**config.mk**
```make
export PLATFORM = sky130hd
export DESIGN_NAME = my_serial_addsub
export DESIGN_NICKNAME = d
export VERILOG_FILES = /design/src/rtl/my_serial_addsub.sv
export SDC_FILE = /design/constraint.sdc
export NUM_CORES = 1
export LEC_CHECK = 0
export CORE_UTILIZATION = 57
export CTS_CLUSTER_SIZE = 24
export DETAILED_ROUTE_END_ITERATION = 6
export PLACE_DENSITY = 0.85
export SLEW_MARGIN = 10
export SYNTH_ARGS = -nofsm -noshare
export SYNTH_HDL_FRONTEND = slang
export SYNTH_HIERARCHICAL = 1
export SYNTH_SLANG_ARGS = --single-unit
```
**constraint.sdc**
```tcl
create_clock -name clk -period 6 [get_ports clk]
set_input_delay 0.6 -clock clk [delete_from_list [all_inputs] [get_ports clk]]
set_output_delay 0.6 -clock clk [all_outputs]
set_load 0.01 [all_outputs]
```
**src/rtl/my_serial_addsub.sv**
```systemverilog
// my_serial_addsub: multi-cycle add/subtract built from one DIGIT-bit adder
// slice reused over N = WIDTH/DIGIT cycles, least-significant digit first.
//
// Ports:
//   clk, rst          clock, asynchronous active-high reset
//   start             request an operation; taken only when busy=0
//   sub, cin, a, b    mode (0 add / 1 a-b), carry/borrow-in and operands, sampled with start
//   busy              high for exactly the N digit cycles
//   done              one-cycle pulse; r/cout/ovf valid
//   r, cout, ovf      result, carry-out (sub: 1 = no borrow), signed overflow; held until next done

// One digit of the ripple: sum, carry-out, and the carry into the digit's top bit.
module my_serial_addsub_digit #(
  parameter int DIGIT = 1
) (
  input  logic [DIGIT-1:0] a,
  input  logic [DIGIT-1:0] b,
  input  logic             ci,
  output logic [DIGIT-1:0] s,
  output logic             co,
  output logic             cm
);
  logic [DIGIT:0] t;
  assign t  = {1'b0, a} + {1'b0, b} + {{DIGIT{1'b0}}, ci};
  assign s  = t[DIGIT-1:0];
  assign co = t[DIGIT];
  // sum bit = a ^ b ^ carry-in, so the carry into the top bit falls out by xor
  assign cm = t[DIGIT-1] ^ a[DIGIT-1] ^ b[DIGIT-1];
endmodule

module my_serial_addsub #(
  parameter int WIDTH = 16,
  parameter int DIGIT = 1
) (
  input  logic             clk,
  input  logic             rst,
  input  logic             start,
  input  logic             sub,
  input  logic             cin,
  input  logic [WIDTH-1:0] a,
  input  logic [WIDTH-1:0] b,
  output logic             busy,
  output logic             done,
  output logic [WIDTH-1:0] r,
  output logic             cout,
  output logic             ovf
);
  localparam int N  = WIDTH / DIGIT;
  localparam int CW = (N > 1) ? $clog2(N) : 1;

  typedef enum logic [1:0] {IDLE, RUN, FIN} state_t;
  state_t state, state_nx;

  logic [WIDTH-1:0] areg, breg, sreg, res_nx, dext;
  logic             carry;
  logic [CW-1:0]    cnt;
  logic             accept, last;
  logic [DIGIT-1:0] dsum;
  logic             dco, dcm;

  my_serial_addsub_digit #(.DIGIT(DIGIT)) u_dig (
    .a  (areg[DIGIT-1:0]),
    .b  (breg[DIGIT-1:0]),
    .ci (carry),
    .s  (dsum),
    .co (dco),
    .cm (dcm)
  );

  assign busy   = (state == RUN);
  assign done   = (state == FIN);
  assign accept = start && (state != RUN);
  assign last   = (cnt == CW'(N - 1));

  // New digit enters the result from the top; written as shifts so DIGIT==WIDTH stays legal.
  assign dext   = WIDTH'(dsum);
  assign res_nx = (sreg >> DIGIT) | (dext << (WIDTH - DIGIT));

  always_ff @(posedge clk or posedge rst) begin
    if (rst) state <= IDLE;
    else     state <= state_nx;
  end

  always_comb begin
    state_nx = state;
    case (state)
      IDLE:    if (start) state_nx = RUN;
      RUN:     if (last)  state_nx = FIN;
      FIN:     state_nx = start ? RUN : IDLE;
      default: state_nx = IDLE;
    endcase
  end

  always_ff @(posedge clk or posedge rst) begin
    if (rst) begin
      areg  <= '0;
      breg  <= '0;
      sreg  <= '0;
      carry <= 1'b0;
      cnt   <= '0;
      r     <= '0;
      cout  <= 1'b0;
      ovf   <= 1'b0;
    end else if (accept) begin
      // subtract as a + ~b + ~borrow
      areg  <= a;
      breg  <= sub ? ~b : b;
      carry <= sub ^ cin;
      cnt   <= '0;
    end else if (state == RUN) begin
      areg  <= areg >> DIGIT;
      breg  <= breg >> DIGIT;
      sreg  <= res_nx;
      carry <= dco;
      cnt   <= cnt + 1'b1;
      // outputs move only as a whole, on the edge into FIN
      if (last) begin
        r    <= res_nx;
        cout <= dco;
        ovf  <= dcm ^ dco;
      end
    end
  end
endmodule

```
==> results.md, run 1 <==
- Post-CTS sizing: 0
- WP data required: 6230 ps
- Chip Width: 78.0 µm
- Critical Path Slowest Stage Cell: nor3b_4
- CTS root buf: clkbuf_8
- Ant. Diodes: 0
- Worst hold margin: 488 ps
- Antenna violations before repair: 0
- Final setup viols: 0
- Mapped Cells: 261
- Final setup TNS: 0 ps
- Hold-fix buffers at CTS: 0
- Synthesized cell area: 0.00329 mm²
- Yosys warns: 6
- RSZ-0062 raised after global routing: no
- Crit-path leading delay family: simple AND/OR/NAND/NOR gates
- Via Count: 2,020
- Area contributors post-synth: dfrtp_1 (55%), mux2i_1 (10%), mux2_2 (8.9%)
- Vias in the first global route: 2,072
- Post-synthesis sequential area ratio: 54.8%
- Post-detailed-routing wire length: 5790 µm
- Power density cells: 465 mW/mm²
- Non-Filler Instances: 389
- Cell taking the most area after synthesis: dfrtp_1
- Most frequent cells in the layout: dfrtp_1 (72), clkdlybuf4s50_1 (55), nand2_1 (35)
- Crit-path cells: ha_1, nand3_2, nor3b_4, mux2_2
- Startpoint types: flop
- Fmax: 461 MHz
- Placed cell area: 0.00384 mm²
- Clk slew on worst S/H paths: 90 ps
- #FFs+latches synth: 72
- Worst min path class: flop to flop
- Crit Path Category: flop to flop
- Worst-path maximum fanout: 19
- Avg Inst Size Synth: 12.6 µm²
- Max Clock Skew: 12.1 ps
- Io pins: 57
- Library cells used by synthesis: 26
- Final hold violations: 0
- Commonest non-fill, non-tap cell in the layout: dfrtp_1
- Gr usage total: 21.1%
- Sequential power share: 43.8%
- Crit path DAT: 2400 ps
- Cells after DPL: 373
- Largest net degree at the start of global routing: 89
- Clock Sinks: 72
- Die area: 0.00608 mm²
- Tightest Pin Transition: 1130 ps
- Syn_nets: 300
- Area grow syn2layout: 23.5%
- Vias per cell: 5.19
- Detailed placer's ending HPWL: 3550 µm
- Overflow after GRT: 0
- Max_cap viols: 0
- Period utilization: 36.1%
- First-pass GRT wire length: 9760 µm
- Slew HR: 24.3%
- Number of port buffers: 56
- Max-slew violations: 0
- Core region area: 0.00554 mm²
- Clk Latency, worst-skew pair: 340 ps
- Cts bufs inserted: 9
- Area of the multi-input gates: 0.00137 mm²
- Remaining antenna violation count: 0
- Internal: 1.30 mW
- Peak supply drop: 0.321 mV
- # rows: 27
- Clock Power Share: 22.8%
- Fillers: 383
- Leak: 1.84 nW
- Total power: 1.89 mW
- Starting density of the core: 59.3%
- Storage cell area: 0.00180 mm²
- Yosys top cell area share: 54.8%
- Fraction of layout cells with a size suffix above 1: 18.9%
- DR WL/cell: 14.9 µm
- Starting DRT DRC Count: 189
- Final Net Count: 351
- Combinational share of power: 33.4%
- CTS tree: built
- # Post-CTS Setup Buffers: 0
- Routability cong.: 0.712
- First drt pass iteration count: 4
- Sw power: 589 µW
- Fin area: 0.00406 mm²
- Status: finished, final reports clean
- Switch share: 31.2%
- H-tree Lvls: 3
- Die height: 78.0 µm
- Period minus WS final: 2170 ps
- Clk buf depth: 2
- Worst setup EP type: flop
- Buf/Inv on CP: 0
- Slowest Stage Delay on Critical Path: 920 ps
- Drc violations: 0
==> cells by family after synthesis <==
group                      after synthesis  share of synthesized area, %
and+or+nand+nor                         45                          6.01
DFF                                     72                          54.8
muxes                                   68                          23.1
adders and majority gates                2                         0.989
AOI/OAI and AO/OA                       35                          5.56
buffers and inverters                   20                          4.07
xor gates and xnor gates                19                          5.52
==> cell usage after synthesis (all sizes together) <==
master / n
inv: 2
xor2: 17
ha: 1
nand3: 2
a211o: 1
nor2b: 2
mux2: 35
dfrtp: 72
nand2: 35
xnor2: 1
o21ai: 33
a211oi: 1
and3: 1
nor2: 3
fa: 1
buf: 15
mux2i: 33
nor3b: 2
xor3: 1
clkbuf: 3
==> path summary, 6_finish.rpt <==
check / slack [ps] / end / depth (start not counted) / startpoint
hold / removal: 490 / areg[13]$_DFFE_PP0P_ / 2 / areg[14]$_DFFE_PP0P_
max in group asynchronous: 4570 / cnt[3]$_DFFE_PP0P_ / 3 / rst
hold reg to reg: 490 / areg[13]$_DFFE_PP0P_ / 2 / areg[14]$_DFFE_PP0P_
setup / recovery: 3830 / r[8]$_DFFE_PP0P_ / 4 / cnt[0]$_DFFE_PP0P_
min in group asynchronous: 840 / r[12]$_DFFE_PP0P_ / 3 / rst
setup reg to reg: 3830 / r[8]$_DFFE_PP0P_ / 4 / cnt[0]$_DFFE_PP0P_
==> registers in the layout (all words and copies together), names as in the netlist <==
signal,cells
ovf,1
sreg,15
r,16
cout,1
cnt,4
areg,16
breg,16
state,2
carry,1
==> worst register-to-register path, cell delays in order, from the launching register on <==
cell,delay (ps)
dfrtp_1,380
ha_1,210
nand3_2,120
nor3b_4,920
mux2_2,440
==> power by group through the flow <==
stage          Clock (mW)  Sequential, mW  Combinational, mW
2_1_floorplan           0           0.821              0.433
3_3_place_gp            0           0.826              0.608
3_5_place_dp            0           0.834              0.633
4_1_cts             0.436           0.829              0.640
5_1_grt             0.456           0.856              0.702
6_report            0.431           0.827              0.631
==> stage by stage <==
stage	setup WS, ps	util [%]
2_1_floorplan	3580	-
3_3_place_gp	3710	69.2
3_5_place_dp	3680	69.2
4_1_cts	3820	73.3
5_1_grt	3700	73.3
6_report	3830	73.3
==> final cells by class <==
type / count / share of cell area, %
clock buffer: 9 / 3.05
clock inverter: 7 / 2.47
inverter: 2 / 0.185
multi-input combinational: 169 / 33.7
sequential: 72 / 44.4
tap: 72 / 2.22
timing repair buffer: 58 / 14.1
==> layer usage <==
layer	share of wire, %	wire, µm	track usage, %	vias to the layer above
li1	-	-	-	997
met5	0	0	0	-
met3	2.9	165	4.12	12
met4	1.8	106	10.0	0
met2	48	2790	33.6	30
met1	47	2720	28.0	981
No activity file was read; power rests on OpenSTA's default activity.
==> run 2, diff against run 1 <==
- CORE_UTILIZATION: 57 -> 53
- PLACE_DENSITY: 0.85 -> 0.8
- clock period: 6 -> 2 ns (I/O delays scaled with it)
==> run 2 against run 1 <==
- final area grew 1.3%
- utilization is 4.3 points lower
- worst hold slack lost 200 ps
- critical endpoint is now ovf$_DFFE_PP0P_
- count of clock-buffer cells in the layout unchanged
- flip-flop and latch count did not move
==> results.md, run 2 (synthesis gave the netlist of run 1 again) <==
- Final Net Count: 357
- Vias per cell: 5.05
- Total power: 5.45 mW
- Final WS setup: 107 ps
- Max-slew violations: 0
- Final setup viols: 0
- Worst setup EP type: flop
- CTS tree: built
- Die area: 0.00652 mm²
- Detailed placer's ending HPWL: 3660 µm
- Period minus WS final: 1890 ps
- # Post-CTS Setup Buffers: 0
- Status: finished, final reports clean
- Leak: 1.85 nW
- Final hold violations: 0
- Pre-CTS WS: 111 ps
- Fraction of layout cells with a size suffix above 1: 20.4%
- DR WL/cell: 13.9 µm
- Routability cong.: 0.702
- Power density cells: 1330 mW/mm²
- Ant. Diodes: 0
- Clock Sinks: 72
- Crit Path Category: flop to flop
- Die height: 80.8 µm
- Area grow syn2layout: 25.0%
- Crit-path cells: fa_1, xor3_1, xor2_1, mux2_2
- Critical Path Slowest Stage Cell: fa_1
- Clk buf depth: 2
- Startpoint types: flop
- Number of port buffers: 56
- Overflow after GRT: 0
- Peak supply drop: 0.879 mV
- Crit path DAT: 2120 ps
- CTS root buf: clkbuf_8
- Reg2Reg Depth: 4
- Max_cap viols: 0
- Largest net degree at the start of global routing: 73
- Non-Filler Instances: 398
- Fmax: 528 MHz
- Post-detailed-routing wire length: 5530 µm
- M3 GR Usage: 5.28%
- RSZ-0062 raised after global routing: no
- Met2 Use GR: 31.4%
- Starting density of the core: 55.2%
- Worst min path class: primary input to async pin
- Busiest layer in global routing: met2
- Most frequent cells in the layout: dfrtp_1 (72), clkdlybuf4s50_1 (55), nand2_1 (35)
- Cts bufs inserted: 9
- Remaining antenna violation count: 0
- Chip Width: 80.8 µm
- WP data required: 2230 ps
- Post-CTS sizing: 0
- Tightest Pin Transition: 474 ps
- Max Clock Skew: 10.7 ps
- Final setup TNS: 0 ps
- Drc violations: 0
- # rows: 28
- Starting DRT DRC Count: 65
- Period utilization: 94.6%
- Io pins: 57
- Worst-path maximum fanout: 3
- Slew HR: 68.4%
- Commonest non-fill, non-tap cell in the layout: dfrtp_1
- H-tree Lvls: 3
- Cells after DPL: 382
- Met1 Track Usage GR: 24.7%
- Clk slew on worst S/H paths: 80 ps
- Via Count: 2,011
- Core region area: 0.00596 mm²
- Core Util, Final: 69.0%
- Vias in the first global route: 2,050
- Hold-fix buffers at CTS: 0
- Slowest Stage Delay on Critical Path: 610 ps
- First drt pass iteration count: 4
- Clk Latency, worst-skew pair: 340 ps
- Antenna violations before repair: 0
- First-pass GRT wire length: 9400 µm
- Regs by FF count: areg (16), breg (16), r (16)
- Gr usage total: 19.3%
-- run 2: cell types whose count changed in the layout (fill, tap and decap cells not counted), sizes merged --
cell / change
clkinvlp: +3
bufinv: -2
clkinv: -1
buf: +6
-- run 2: final timing paths --
kind / startpoint / endpoint / slack [ps]
worst max-delay path: areg[0]$_DFFE_PP0P_ / ovf$_DFFE_PP0P_ / 110
worst min register to register: areg[5]$_DFFE_PP0P_ / areg[4]$_DFFE_PP0P_ / 480
max in group asynchronous: rst / areg[1]$_DFFE_PP0P_ / 1390
min in group clk: start / state[0]$_DFFE_PP0P_ / 380
worst max register to register: areg[0]$_DFFE_PP0P_ / ovf$_DFFE_PP0P_ / 110
worst min-delay path: rst / areg[15]$_DFFE_PP0P_ / 290
-- run 2: per-layer routing --
layer / wire length [µm] / vias to the layer above / part of all wire, %
li1: - / 1002 / -
met1: 2580 / 975 / 47
met2: 2690 / 29 / 49
met3: 205 / 5 / 3.7
met4: 51 / 0 / 0.92
met5: 0 / - / 0
-- run 2: layout make-up --
type / instances / area (µm²)
clock buffer: 9 / 124
clock inverter: 7 / 61.3
fill: 442 / 1840
inverter: 2 / 11.3
multi-input combinational: 169 / 1370
sequential: 72 / 1800
tap: 75 / 93.8
timing repair buffer: 64 / 653
-- run 2: critical path: cells and delay by family (launching register included) --
family,cells,cell delay (ps)
xor gates and xnor gates,2,490
adders and majority gates,1,610
DFF,1,430
muxes,1,250
-- run 2: stage by stage --
step / cell area [µm²] / hold slack (ps)
finish: 4110 / 290
global route: 4110 / 332
CTS: 4110 / 321
detailed placement: 3930 / 467
global placement: 3930 / 459
floorplan: 3290 / 356
-- run 2: where the power goes --
group / leakage [nW] / internal [mW] / switching [mW] / total, mW
Combinational: 0.889 / 1.13 / 0.787 / 1.92
Clock: 0.0888 / 0.473 / 0.589 / 1.06
Sequential: 0.877 / 2.08 / 0.385 / 2.47
Total: 1.85 / 3.69 / 1.76 / 5.45
==> run 3, diff against run 2 <==
- CAP_MARGIN: unset -> 0
- CORE_MARGIN: unset -> 4
==> run 3 against run 2 <==
- maximum frequency is 1.4% lower
- clock skew shrank 4.2 ps
- die area up 15%
- via count increased by 2.9%
- global-route usage down 1.6 points
- clock power rose by 36%
- largest cell class unchanged
- final area is 1.6% higher
==> results.md, run 3 (synthesis gave the netlist of run 1 again) <==
- Clk Latency, worst-skew pair: 340 ps
- Crit Path Category: flop to flop
- Crit path to: ovf$_DFFE_PP0P_
- Antenna violations before repair: 0
- Clock Sinks: 72
- Startpoint types: flop
- Vias per cell: 5.23
- Worst R2R Start: areg[0]$_DFFE_PP0P_
- H-tree Lvls: 3
- Crit path DAT: 2150 ps
- Max-slew violations: 0
- Final hold violations: 0
- Non-Filler Instances: 396
- Overflow after GRT: 0
- WP data required: 2230 ps
- Vias in the first global route: 2,150
- DR WL/cell: 15.3 µm
- Hold-fix buffers at CTS: 0
- Starting density of the core: 55.2%
- Fraction of layout cells with a size suffix above 1: 19.9%
- # rows: 28
- Tightest Pin Transition: 383 ps
- Worst-path maximum fanout: 3
- CTS root buf: clkbuf_8
- First drt pass iteration count: 4
- Io pins: 57
- Status: finished, final reports clean
- Post-CTS sizing: 0
- Die height: 86.8 µm
- Largest net degree at the start of global routing: 73
- Number of port buffers: 56
- Commonest non-fill, non-tap cell in the layout: dfrtp_1
- Final setup TNS: 0 ps
- Clk slew on worst S/H paths: 80 ps
- Chip Width: 86.8 µm
- Period utilization: 95.9%
- Starting DRT DRC Count: 106
- Post-detailed-routing wire length: 6040 µm
- Fmax: 521 MHz
- Regs by FF count: areg (16), breg (16), r (16)
- CTS tree: built
- Final setup viols: 0
- Fillers: 427
- RSZ-0062 raised after global routing: no
- Peak supply drop: 0.995 mV
- Ant. Diodes: 0
- Cts bufs inserted: 9
- Remaining antenna violation count: 0
- Core region area: 0.00596 mm²
- Leak: 1.89 nW
- Worst min path class: primary input to async pin
- Die area: 0.00753 mm²
- Cells after DPL: 380
- Slew HR: 74.4%
- Max_cap viols: 0
- First-pass GRT wire length: 10,400 µm
- Drc violations: 0
- Period minus WS final: 1920 ps
- Worst setup EP type: flop
- Clk buf depth: 2
- RR Endpoint: ovf$_DFFE_PP0P_
- Via Count: 2,070
- Gr usage total: 17.6%
- Detailed placer's ending HPWL: 3840 µm
- Area grow syn2layout: 27.1%
- Power density cells: 1410 mW/mm²
- Final Net Count: 355
- Worst Setup SP: areg[0]$_DFFE_PP0P_
- Routability cong.: 0.677
- R2R setup slack: 80 ps
- Reg2Reg Depth: 4
- # Post-CTS Setup Buffers: 0
- Most frequent cells in the layout: dfrtp_1 (72), clkdlybuf4s50_1 (55), nand2_1 (35)
- Max Clock Skew: 6.48 ps
## run 3: cell types whose count changed in the layout (fill, tap and decap cells not counted), sizes merged
| cell | delta |
|---|---|
| inv | -4 |
| bufinv | +3 |
| buf | -2 |
| clkbuf | +2 |
| clkinvlp | -1 |
## run 3: metrics by stage
stage	setup slack, ps	instance area [µm²]	power, mW	util, %	hold slack (ps)
3_5_place_dp	96.9	3920	4.48	65.9	466
6_report	81.1	4180	5.88	70.1	297
2_1_floorplan	196	3290	3.76	-	356
4_1_cts	83.4	4180	5.96	70.1	305
5_1_grt	7.22	4180	6.28	70.1	336
3_3_place_gp	163	3920	4.37	65.9	457
## run 3: critical path: stages, from the launching register on
cell and delay [ps]:
dfrtp_1 430, fa_1 610, xor3_1 350, xor2_1 160, mux2_2 260
## run 3: layout make-up
| type | instances | area (µm²) | area share, % |
|---|---|---|---|
| tap | 75 | 93.8 | 2.25 |
| timing repair buffer | 62 | 651 | 15.6 |
| clock inverter | 5 | 103 | 2.46 |
| inverter | 2 | 11.3 | 0.270 |
| clock buffer | 11 | 151 | 3.62 |
| sequential | 72 | 1800 | 43.1 |
| multi-input combinational | 169 | 1370 | 32.7 |
## run 3: worst min-delay path by stage
stage,to,slack (ps),cells after the start
after global routing,r[5]$_DFFE_PP0P_,340,3
after CTS,breg[2]$_DFFE_PP0P_,310,3
final,areg[15]$_DFFE_PP0P_,300,3
after floorplan,areg[15]$_DFFE_PP0P_,360,2
after detailed placement,areg[8]$_DFFE_PP0P_,470,2
after global placement,breg[13]$_DFFE_PP0P_,460,2
## run 3: report_power, final
group | total, mW | switching (mW) | internal [mW]
Clock | 1.44 | 0.541 | 0.895
Sequential | 2.48 | 0.394 | 2.08
Combinational | 1.96 | 0.820 | 1.14
## run 3: layer usage
metal,track usage [%],vias up,share of wire (%)
met1,23.3,1027,46
met2,28.2,34,49
li1,-,1003,-
met4,7.22,0,0.99
met5,0,-,0
met3,3.99,6,4.0
